File: config.mk
export PLATFORM = sky130hd
export DESIGN_NAME = fib_phase_sequencer
export DESIGN_NICKNAME = d
export VERILOG_FILES = /design/src/rtl/fib_phase_sequencer.sv
export SDC_FILE = /design/constraint.sdc
export NUM_CORES = 1
export LEC_CHECK = 0
export ABC_AREA = 1
export BUFFER_PORTS_ARGS = -buffer_cell sky130_fd_sc_hd__buf_2
export CAP_MARGIN = 20
export CORE_UTILIZATION = 53
export DETAILED_ROUTE_END_ITERATION = 7
export PLACE_DENSITY = 0.85
export SYNTH_ARGS = -nofsm -noshare
export SYNTH_HDL_FRONTEND = slang
export SYNTH_SLANG_ARGS = --single-unit
File: constraint.sdc
create_clock -name clk -period 2.9 [get_ports clk]
set_input_delay 0.29 -clock clk [delete_from_list [all_inputs] [get_ports clk]]
set_output_delay 0.29 -clock clk [all_outputs]
set_load 0.02 [all_outputs]
File: src/rtl/fib_phase_sequencer.sv
// fib_phase_sequencer: Fetch/Exec1/Exec2 phase control for the Fibonacci ALU.
// Optional iteration watchdog enabled by defining FIB_WATCHDOG_EN.
module fib_phase_sequencer #(
    parameter int DATA_W = 16,
    parameter int ITER_W = 16,
    parameter logic [ITER_W-1:0] MAX_ITER = 16'd24
) (
    input  logic              clk,
    input  logic              reset_n,
    input  logic              start,
    input  logic [DATA_W-1:0] n_in,
    input  logic              abort,
    input  logic              cond_met,
    input  logic [DATA_W-1:0] fbcv_reg,
    output logic [DATA_W-1:0] fbc_th_value,
    output logic              fetch,
    output logic              exec1,
    output logic              exec2,
    output logic              busy,
    output logic              done,
    output logic [DATA_W-1:0] result,
    output logic [ITER_W-1:0] iter_count,
    output logic              error
);
    typedef enum logic [2:0] {IDLE, FETCH, EXEC1, EXEC2, DONE} state_t;
    state_t state, state_nx;
    logic wd_trip;
    logic [ITER_W-1:0] iter_inc;
    assign iter_inc = iter_count + {{(ITER_W-1){1'b0}}, ~&iter_count};
`ifdef FIB_WATCHDOG_EN
    assign wd_trip = !cond_met &&
                     ({1'b0, iter_count} + {{ITER_W{1'b0}}, 1'b1} >= {1'b0, MAX_ITER});
`else
    logic unused_max_iter;
    assign unused_max_iter = ^MAX_ITER;
    assign wd_trip = 1'b0;
`endif
    always_comb begin
        state_nx = state;
        case (state)
            IDLE:    state_nx = start ? FETCH : IDLE;
            FETCH:   state_nx = EXEC1;
            EXEC1:   state_nx = EXEC2;
            EXEC2:   state_nx = cond_met ? DONE : (wd_trip ? IDLE : FETCH);
            DONE:    state_nx = IDLE;
            default: state_nx = IDLE;
        endcase
        if (abort && state != IDLE) state_nx = IDLE;
    end
    // Phase strobes are flops loaded from the next state so they align with state.
    always_ff @(posedge clk or negedge reset_n) begin
        if (!reset_n) begin
            state        <= IDLE;
            fetch        <= 1'b0;
            exec1        <= 1'b0;
            exec2        <= 1'b0;
            busy         <= 1'b0;
            done         <= 1'b0;
            fbc_th_value <= '0;
            result       <= '0;
            iter_count   <= '0;
            error        <= 1'b0;
        end else begin
            state <= state_nx;
            fetch <= state_nx == FETCH;
            exec1 <= state_nx == EXEC1;
            exec2 <= state_nx == EXEC2;
            busy  <= state_nx != IDLE;
            done  <= state_nx == DONE;
            if (state == IDLE && start) begin
                fbc_th_value <= n_in;
                iter_count   <= '0;
                error        <= 1'b0;
            end
            if (state == EXEC2 && !abort) begin
                iter_count <= iter_inc;
                if (cond_met) result <= fbcv_reg;
                else if (wd_trip) error <= 1'b1;
            end
        end
    end
endmodule

==> results.md <==
- The worst hold path belongs to the class input port to async pin.
- The number of antenna violations at the first check in global routing is 0.
- The worst register-to-register path begins at iter_count[7]$_DFFE_PN0P_.
- The largest net degree at the start of global routing is between 50 and 60.
- The count of hold buffers inserted by post-cts repair is 0.
- The synthesized area divided by synthesized cell count is around 9.5 um2.
- In this run the count of I/O pins placed on the die edge is a little over 90.
- The start-to-end type of the worst setup path is flip-flop to flip-flop.
- The H-tree generated during clock tree synthesis spans 2 levels.
- The buffer depth of the longest clock path is 2.
- Setup violations remaining at the end of the flow were counted as 0.
- The length of the first detailed-routing pass in iterations is 6.
- The run finished, with violations left.
- The CTS tree is done.
- After floorplanning, the core was divided into 24 placement rows.
- The worst path needs 1.865 ns of the cycle, external delays included.
- The multi-input logic area is roughly 1000 um2.
- The count of flip-flops with a built-in enable after synthesis is 0.
- The cell count after synthesis came out at roughly 270.
- The number of nets still failing antenna checks after routing is 0.
- The final reports fail on DRC.
- At the pin with the least slew margin, the transition time is around 0.67 ns.
- The number of global-route vias before repair is between 2000 and 2500.
- The total global routing track utilization is 0.2296.
- The worst-path cell with the longest stage delay is dfrtp_1.
- For the final database, setup skew stands at 0.007340 ns.
- The tree is rooted in a clkbuf_8.
- The routed wire length is 5234 um.
- The number of hold violations in the final report was 0.
- The number of maximum-capacitance violations is 0.
- Of the cells placed in the final design, the portion with a size suffix greater than 1 is 0.3464.
- Setup slack on the worst reg-to-reg path comes out at 1.04 ns.
- The initial core utilization is 0.5632.
- Walking the worst path, the cells encountered are nand4_1 -> inv_1 -> nand4_1 -> ha_1 -> nand3_1 -> nor3_2 -> nand2_1 -> o21bai_1 -> nand2_1.
- The gate family responsible for the most delay along the worst path is simple AND/OR/NAND/NOR gates.
- The total number of vias is between 2000 and 2500.
- Summing all non-filler instances in the final layout gives an area of between 3000 and 4000 um2.
- The sequential standard cell area is between 1000 and 1500 um2.
- The die is about 71 um tall.
- Before CTS, the worst setup slack after placement is roughly 1.0 ns.
- In this run the static leakage power is ~1.7 nW.
- The worst setup path is captured at a flip-flop.
- The leftover overflow at the end of global routing is 0.
- The global-route wire length before repair is 9073 um.
- In this design, the stage delay of the slowest critical-path cell is 0.46 ns.
- After routing, the total negative slack on setup checks comes to 0 ns.
- The worst-path maximum fanout is 7.
- The completed layout was analyzed and its total power is 2.787 mW.
- The worst-case vdd ir drop is between 0.7 and 0.8 mV.
- The worst setup path is launched from a flip-flop.
- After detailed routing, the number of remaining DRC violations is 4.
- Synthesis inferred 56 register bits.
- The die is 70.96 um wide.
- The worst register-to-register path ends at iter_count[13]$_DFFE_PN0P_.
- The proportion of synthesized chip area in sequential cells is 0.5561.
- Based on the critical path, the design can be clocked at up to approximately 540 MHz.
- In this run the power density over the cells is about 910 nW/um2.
- In this run, post-CTS repair resized a total of 0 instances.
- Headroom to the max-slew limit came out at 0.5545.
- In this run the standard cell core region covers around 4500 um2.
- The net count of the finished layout is 396.
- The critical path buffer and inverter count is 1.
- The antenna diode count is 0.
- The post-synthesis instance area is around 2500 um2.
- The count of port buffers added during placement is between 80 and 90.
- The violation count after the first detailed-route iteration is 135.
- The number of buffers inserted by post-CTS setup repair is 0.
- The detailed placement HPWL is around 3800 um.
- The number of clock buffers inserted by TritonCTS is 5.
- The fraction of synthesis flops using an asynchronous set or reset pin is 1.000.
- The via density per instance is 5.202.
- The congestion estimate from routability-driven global placement came to about 0.83.
- Data on the critical path arrives at its endpoint at 2.06 ns.
- The overall die area is roughly 5000 um2.
- The worst reg2reg path depth is 9.
- The count of different cell masters after synthesis is 28.
- The most used flip-flop cell after synthesis is dfrtp_1.
- The CTS clock-pin slew for the worst setup and hold paths is around 0.10 ns.
- The number of nets in the synthesized netlist is approximately 300.
- The insertion delay to the later sink of the worst-skew pair is 0.30 ns.
- Setup repair after global routing left no endpoint under its margin.
- The minimum setup slack in the final design is roughly 1.0 ns.
- The detailed-route wire length per cell is around 13 um.
- The area growth from synthesis to layout is 22.05%.
- Yosys printed 0 warnings.
- Clock tree synthesis found a total of 56 sinks.
- The placement-stage cell area is just under 3000 um2.
- The required time of the critical path is 3.09 ns.
- The share of the clock period used by the worst path is 0.6430.
- The final max-slew violation count is 0.
- Counting the fill cells in the layout gives between 300 and 400.
-- through the flow --
step	hold slack (ns)	std cells	util
floorplan	-0.005591	266	-
CTS	0.1288	410	0.6874
global placement	0.4569	402	0.6669
finish	0.1032	410	0.6874
detailed placement	0.4607	402	0.6669
global route	0.1621	410	0.6874
-- synthesized netlist by cell type (all sizes together) (2+ instances only) --
cell | instances | area [um2]
nor2 | 19 | 83.83
nand2 | 96 | 370.4
buf | 6 | 53.79
ha | 2 | 25.02
dfrtp | 56 | 1401
nand4 | 6 | 37.54
mux2 | 16 | 225.2
nor3 | 5 | 30.03
a21oi | 5 | 25.02
inv | 22 | 85.08
o21ai | 15 | 75.07
nand3 | 14 | 82.58
-- metal layers --
layer,GRT usage,up-vias,wire length (um)
met5,0,-,0
met1,0.2976,1021,2292
li1,-,1032,-
met2,0.3814,74,2541
met4,0.07333,0,59
met3,0.05840,6,340
-- cell families after synthesis --
| logic type | synth area share |
|---|---|
| simple gates | 0.2398 |
| mux | 0.08937 |
| fa+ha+maj | 0.009929 |
| buf+inv | 0.05709 |
| flops | 0.5561 |
| compound gates | 0.04618 |
| other cells | 0.001488 |
-- how the worst max path moves through the flow --
| stage | from | to | slack, ns | cells after the start |
|---|---|---|---|---|
| floorplan | iter_count[6]$_DFFE_PN0P_ | iter_count[13]$_DFFE_PN0P_ | 1.16 | 9 |
| global placement | iter_count[6]$_DFFE_PN0P_ | iter_count[13]$_DFFE_PN0P_ | 1.14 | 9 |
| detailed placement | iter_count[7]$_DFFE_PN0P_ | iter_count[13]$_DFFE_PN0P_ | 1.04 | 9 |
| CTS | iter_count[8]$_DFFE_PN0P_ | iter_count[13]$_DFFE_PN0P_ | 1.03 | 9 |
| global route | iter_count[7]$_DFFE_PN0P_ | iter_count[13]$_DFFE_PN0P_ | 0.78 | 9 |
| finish | iter_count[7]$_DFFE_PN0P_ | iter_count[13]$_DFFE_PN0P_ | 1.04 | 9 |
-- flip-flops by register name, indices dropped and copies added, names as in the netlist --
signal / cells
state: 3
iter_count: 16
exec2: 1
result: 16
exec1: 1
busy: 1
fetch: 1
fbc_th_value: 16
done: 1
-- layout make-up --
| class | instances | share of cell area |
|---|---|---|
| Clock buffer | 5 | 0.02238 |
| Inverter | 23 | 0.02929 |
| Timing Repair Buffer | 90 | 0.1473 |
| Tap cell | 52 | 0.02116 |
| Sequential cell | 56 | 0.4557 |
| Multi-Input combinational cell | 181 | 0.3169 |
| Clock inverter | 3 | 0.007323 |
-- cell usage in the layout (no fill, tap or decap) --
master,instances
a21oi_1,5
nand3_1,13
dfrtp_1,56
buf_2,89
clkbuf_8,5
mux2_4,12
nor3_1,4
nand2_2,1
inv_2,1
nand4_1,6
nand3_4,1
inv_4,1
buf_4,1
nand2_4,1
o21ai_1,9
inv_1,20
inv_6,1
o21ai_0,6
ha_1,2
nor2_1,16
conb_1,1
o21bai_1,1
nand2_1,94
nor2_4,1
a22o_1,1
nor3_2,1
clkinv_2,2
clkinv_4,1
nor2_2,2
mux2_2,4
-- power breakdown --
group / total (mW) / internal, mW / switching (mW)
sequential: 1.20 / 1.05 / 0.149
clock: 0.428 / 0.174 / 0.255
combinational: 1.16 / 0.460 / 0.702
(Power assumes the default switching activity.)
